--- src/rtl/i2s_pkg.sv ---
// Shared constants and helpers for the I2S / left-justified transmitter.
// Format selectors plus the serial frame-word width.
package i2s_pkg;

  localparam int FMT_I2S = 0;
  localparam int FMT_LJ  = 1;

  // One stereo frame is two slots, left first.
  function automatic int frame_w(input int slot_w);
    return 2 * slot_w;
  endfunction

endpackage

--- src/rtl/i2s_sample_fifo.sv ---
// Synchronous FIFO of stereo sample pairs feeding the transmitter.
// The head entry is read combinationally so a pop can load the shifter on the same edge.
module i2s_sample_fifo #(
  parameter  int WIDTH = 48,
  parameter  int DEPTH = 4,
  localparam int AW    = $clog2(DEPTH),
  localparam int LW    = AW + 1
) (
  input  logic             clk,
  input  logic             rst_n,
  input  logic             push,
  input  logic             pop,
  input  logic [WIDTH-1:0] wr_data,
  output logic [WIDTH-1:0] rd_data,
  output logic             full,
  output logic             empty,
  output logic [LW-1:0]    level
);

  logic [WIDTH-1:0] mem [DEPTH];
  logic [AW-1:0]    wr_ptr_reg;
  logic [AW-1:0]    rd_ptr_reg;
  logic [LW-1:0]    level_reg;
  logic             do_push;
  logic             do_pop;

  assign full    = (level_reg == LW'(DEPTH));
  assign empty   = (level_reg == '0);
  assign do_push = push && !full;
  assign do_pop  = pop && !empty;
  assign rd_data = mem[rd_ptr_reg];
  assign level   = level_reg;

  always_ff @(posedge clk) begin
    if (do_push) begin
      mem[wr_ptr_reg] <= wr_data;
    end
  end

  // DEPTH is a power of two, so the pointers wrap on their own.
  always_ff @(posedge clk or negedge rst_n) begin
    if (!rst_n) begin
      wr_ptr_reg <= '0;
      rd_ptr_reg <= '0;
      level_reg  <= '0;
    end else begin
      if (do_push) begin
        wr_ptr_reg <= wr_ptr_reg + AW'(1);
      end
      if (do_pop) begin
        rd_ptr_reg <= rd_ptr_reg + AW'(1);
      end
      case ({do_push, do_pop})
        2'b10:   level_reg <= level_reg + LW'(1);
        2'b01:   level_reg <= level_reg - LW'(1);
        default: level_reg <= level_reg;
      endcase
    end
  end

endmodule

--- src/rtl/i2s_tx.sv ---
// Stereo I2S / left-justified transmitter: BCK divider, frame counter, shifter
// and the optional one-BCK data delay, fed from a small sample-pair FIFO.
module i2s_tx
  import i2s_pkg::*;
#(
  parameter  int DATA_W     = 24,
  parameter  int SLOT_W     = 32,
  parameter  int BCK_HALF   = 1,
  parameter  int FIFO_DEPTH = 4,
  parameter  int FMT        = 0,
  localparam int LVL_W      = $clog2(FIFO_DEPTH) + 1
) (
  input  logic              clk,
  input  logic              rst_n,
  input  logic              s_valid,
  output logic              s_ready,
  input  logic [DATA_W-1:0] s_left,
  input  logic [DATA_W-1:0] s_right,
  input  logic              mute,
  output logic              underrun,
  output logic [LVL_W-1:0]  fifo_level,
  output logic              i2s_lrck,
  output logic              i2s_bck,
  output logic              i2s_data
);

  localparam int FRAME_W = frame_w(SLOT_W);
  localparam int PAD_W   = SLOT_W - DATA_W;
  localparam int DIV_W   = (BCK_HALF > 1) ? $clog2(BCK_HALF) : 1;
  localparam int BIT_W   = $clog2(FRAME_W);

  logic [DIV_W-1:0]        div_cnt_reg;
  logic [BIT_W-1:0]        bit_cnt_reg;
  logic [BIT_W-1:0]        bit_cnt_next;
  logic [FRAME_W-1:0]      shift_reg;
  logic                    bck_reg;
  logic                    lrck_reg;
  logic                    dly_reg;
  logic                    underrun_reg;
  logic                    tick;
  logic                    fall;
  logic                    frame_start;
  logic                    fifo_full;
  logic                    fifo_empty;
  logic [2*DATA_W-1:0]     fifo_rd;
  logic [1:0][SLOT_W-1:0]  slot_word;
  logic [FRAME_W-1:0]      frame_word;

  i2s_sample_fifo #(
    .WIDTH (2 * DATA_W),
    .DEPTH (FIFO_DEPTH)
  ) u_fifo (
    .clk     (clk),
    .rst_n   (rst_n),
    .push    (s_valid),
    .pop     (frame_start),
    .wr_data ({s_left, s_right}),
    .rd_data (fifo_rd),
    .full    (fifo_full),
    .empty   (fifo_empty),
    .level   (fifo_level)
  );

  // Slot 1 (left) lands in the upper half; samples are MSB-aligned in their slot.
  for (genvar gi = 0; gi < 2; gi++) begin : g_slot
    assign slot_word[gi] = SLOT_W'(fifo_rd[gi*DATA_W +: DATA_W]) << PAD_W;
  end
  assign frame_word = slot_word;

  always_comb begin
    tick         = (div_cnt_reg == DIV_W'(BCK_HALF - 1));
    fall         = tick && bck_reg;
    frame_start  = fall && (bit_cnt_reg == BIT_W'(FRAME_W - 1));
    bit_cnt_next = frame_start ? '0 : bit_cnt_reg + BIT_W'(1);
  end

  always_ff @(posedge clk or negedge rst_n) begin
    if (!rst_n) begin
      div_cnt_reg  <= '0;
      bck_reg      <= 1'b0;
      bit_cnt_reg  <= BIT_W'(FRAME_W - 1);
      lrck_reg     <= 1'b1;
      shift_reg    <= '0;
      dly_reg      <= 1'b0;
      underrun_reg <= 1'b0;
    end else begin
      div_cnt_reg  <= tick ? '0 : div_cnt_reg + DIV_W'(1);
      underrun_reg <= frame_start && fifo_empty;
      if (tick) begin
        bck_reg <= !bck_reg;
      end
      if (fall) begin
        bit_cnt_reg <= bit_cnt_next;
        lrck_reg    <= (bit_cnt_next >= BIT_W'(SLOT_W));
        // The delay flop captures the outgoing MSB, so the right LSB spills into period 0.
        dly_reg     <= shift_reg[FRAME_W-1];
        if (frame_start) begin
          shift_reg <= (fifo_empty || mute) ? '0 : frame_word;
        end else begin
          shift_reg <= shift_reg << 1;
        end
      end
    end
  end

  assign s_ready  = !fifo_full;
  assign underrun = underrun_reg;
  assign i2s_bck  = bck_reg;
  assign i2s_lrck = lrck_reg;
  assign i2s_data = (FMT == FMT_LJ) ? shift_reg[FRAME_W-1] : dly_reg;

endmodule

--- config.mk ---
export PLATFORM = sky130hd
export DESIGN_NAME = i2s_tx
export DESIGN_NICKNAME = d
export VERILOG_FILES = /design/src/rtl/i2s_pkg.sv /design/src/rtl/i2s_sample_fifo.sv /design/src/rtl/i2s_tx.sv
export SDC_FILE = /design/constraint.sdc
export NUM_CORES = 1
export LEC_CHECK = 0
export CAP_MARGIN = 20
export CORE_MARGIN = 1
export CORE_UTILIZATION = 45
export DETAILED_ROUTE_END_ITERATION = 6
export HOLD_SLACK_MARGIN = 0.06
export PLACE_DENSITY_LB_ADDON = 0.3
export SYNTH_ARGS = -nofsm -noshare
export SYNTH_HDL_FRONTEND = slang
export SYNTH_SLANG_ARGS = --single-unit
--- constraint.sdc ---
create_clock -name clk -period 4.1 [get_ports clk]
set_clock_uncertainty 0.05 [all_clocks]
set_input_delay 0.82 -clock clk [delete_from_list [all_inputs] [get_ports clk]]
set_output_delay 0.82 -clock clk [all_outputs]
set_load 0.005 [all_outputs]
==> results.cfg <==
[setup_path]
critPathArrivalTime_ns = 2.00
critPathBufInv = 1
cpLargestDelayFamily = flip-flops
r2r-start = i2s_bck$_DFF_PN0_
critPathKind = reg -> out
cp-end-kind = output pin
start_kind = flip-flop
worst_path_max_delay_cell = dfrtp_2
crit_path_cell_trace = clkdlybuf4s50_1
cp_max_fo = 43
required_ns = 3.23
crit_start = i2s_bck$_DFF_PN0_
slowest_delay_ns = 0.83

[clocking]
post_cts_resize_count = 0
cts_tree = done
ctsRootBufferMaster = clkbuf_16
htree_levels = 1
clockBufferDepth = 3
cts_buffers = 28
clk_latency_ns = 0.54
clkTransAtPathRegs_ns = 0.06
cts_setup_buffers = 0
hold_buffers = 0
clock-sinks = 265

[sta]
tns_ns = 0
hold_viol = 0
relSlewSlack = 0.364
rsz0062_at_grt = false
fmax_mhz = 349
fin_crit_ns = 2.87
min_period_over_period = 0.699
hold_slack_ns = 0.391
setup_viol_count_final = 0
max_slew.worst_pin.slew_ns = 0.955
maxSlewViolCount = 0

[global_routing]
grt_pass1_vias = 5445
antenna_found_initial = 0
grt_max_degree = 74
grt_pass1_wl_um = 30500
overflow = 0
grtUsageTotal = 0.169

[final_layout]
fill_cells = 1714
largest_register_ff_count = 192
diodes = 0
drive_gt1_frac = 0.200
nets = 648
area_growth_pct = 18.3
final-seq-area_sq_um = 7610
multiInputGateArea_sq_um = 2390

[synthesis]
ys.warnings.count = 0
syn_area_sq_um = 10200
synth_cells = 523
synthTopCellsByArea = edfxtp_1 (57%), dfrtp_1 (16%), mux4_2 (11%)
ys_seq_elements = 265
synth_top_area_frac = 0.567
synth_cell_types = 35
async_flop_share = 0.275
avgSynthCellArea_sq_um = 19.5
synth_edf_count = 192
syn_nets = 582
ys.flop_type = edfxtp_1
yosysTopAreaCell = edfxtp_1
yosysSeqAreaShare = 0.747

[detailed_routing]
drc = 4
vias = 5083
drtPass1Iterations = 6
wl_um = 18800
via_per_inst = 5.70
ant_nets = 0
wl_per_cell_um = 21.1
drtIter0Drc = 341

[floorplan]
num_rows = 54
coreArea_sq_um = 22000
start_util = 0.462
die_area_sq_um = 23200
die_w_um = 152
pin_count = 60
die-height_um = 152

[placement]
port_buffers = 59
gp_routability_congestion = 0.685
place_hpwl_um = 10500

[flow_run]
drv_cap = 0

[power]
vdd_ir_drop_max_uv = 489
p_clk_frac = 0.379
power.density_nw_per_um2 = 545
seqPwrFrac = 0.523
leakagePower_nw = 4.38
netSwitchingPower_mw = 1.46
p_comb_frac = 0.097
internal-power_mw = 5.09
p_sw_frac = 0.223

[min_path]
hold_path.class = in -> async

[outcome]
status = complete, but fails checks
violations = DRC
[cells in the final DEF (no fill, tap or decap), types with 2 or more instances in the layout]
cell type / instances
a221o_1: 39
xnor2_1: 6
xor2_1: 4
dfrtp_2: 2
clkdlybuf4s50_1: 58
dfstp_2: 7
a221oi_1: 8
ha_1: 6
clkinv_8: 2
o2bb2ai_1: 9
nand2_1: 13
mux4_2: 48
clkbuf_16: 29
buf_12: 3
nor2_1: 20
and3_1: 38
buf_4: 8
and3_2: 4
and2_1: 2
mux2_2: 3
inv_1: 6
mux2i_1: 3
bufinv_16: 2
nand4_1: 2
edfxtp_1: 192
nor3_1: 2
dfrtp_1: 63
clkbuf_8: 4
clkbuf_1: 13
[logic make-up after synthesis]
group | count (synthesis) | share of synthesized area
compound gates | 58 | 0.0546
xor+xnor | 10 | 0.00861
fa+ha+maj | 7 | 0.00935
buf+inv | 41 | 0.0193
flops | 265 | 0.747
mux | 54 | 0.113
simple gates | 88 | 0.0485
[path summary, 6_finish.rpt]
kind                       slack (ns)                          endpoint  depth (start not counted)
hold / removal                   0.39       u_fifo.level[1]$_DFFE_PN0P_                          1
min in group clk                 0.43              i2s_lrck$_DFFE_PN1P_                          1
max in group asynchronous        2.92  u_fifo.rd_ptr_reg[0]$_DFFE_PN0P_                          1
setup / recovery                 1.23                           i2s_bck                          1
hold reg to reg                  0.43              i2s_lrck$_DFFE_PN1P_                          1
setup reg to reg                 1.38       u_fifo.level[2]$_DFFE_PN0P_                          8
[through the flow]
step                      cells  instance area (sq um)  setup WS, ns  power (mW)   util
after floorplan             523                  10200          1.63        3.80      -
after global placement      837                  11100          1.40        4.10  0.502
after detailed placement    837                  11100          1.37        4.14  0.502
after CTS                   889                  12000          1.22        6.65  0.544
after global routing        891                  12000          1.12        6.82  0.546
final                       891                  12000          1.23        6.55  0.546
[routing by layer]
metal	GRT usage	vias up	wire, um
met1	0.223	2665	8060
met2	0.293	124	9510
met4	0.0360	0	297
li1	-	2265	-
met5	0	-	0
met3	0.0296	29	920
[layout make-up]
class	instances	area share
Clock buffer	46	0.0689
Clock inverter	6	0.00873
Inverter	7	0.00218
Multi-Input combinational cell	217	0.199
Sequential cell	265	0.632
Tap cell	280	0.0291
Timing Repair Buffer	70	0.0605
[power groups by stage]
stage / combinational [mW] / sequential, mW / clock (mW)
after floorplan: 0.333 / 3.47 / 0
after global placement: 0.644 / 3.46 / 0
after detailed placement: 0.657 / 3.49 / 0
after CTS: 0.658 / 3.43 / 2.55
after global routing: 0.699 / 3.46 / 2.66
final: 0.637 / 3.43 / 2.49
[Yosys cell counts, drive strengths merged, types with 2 or more instances]
cell type and n:
and3 43, nand3 3, nor2 20, dfrtp 66, buf 17, nand4 2
edfxtp 192, nand2 13, mux2 3, mux2i 3, dfstp 7, ha 6
inv 7, xnor2 6, and2 2, nor3 2, o2bb2ai 9, xor2 4
a221o 39, a221oi 8, mux4 48, clkbuf 17
(Power assumes the default switching activity.)
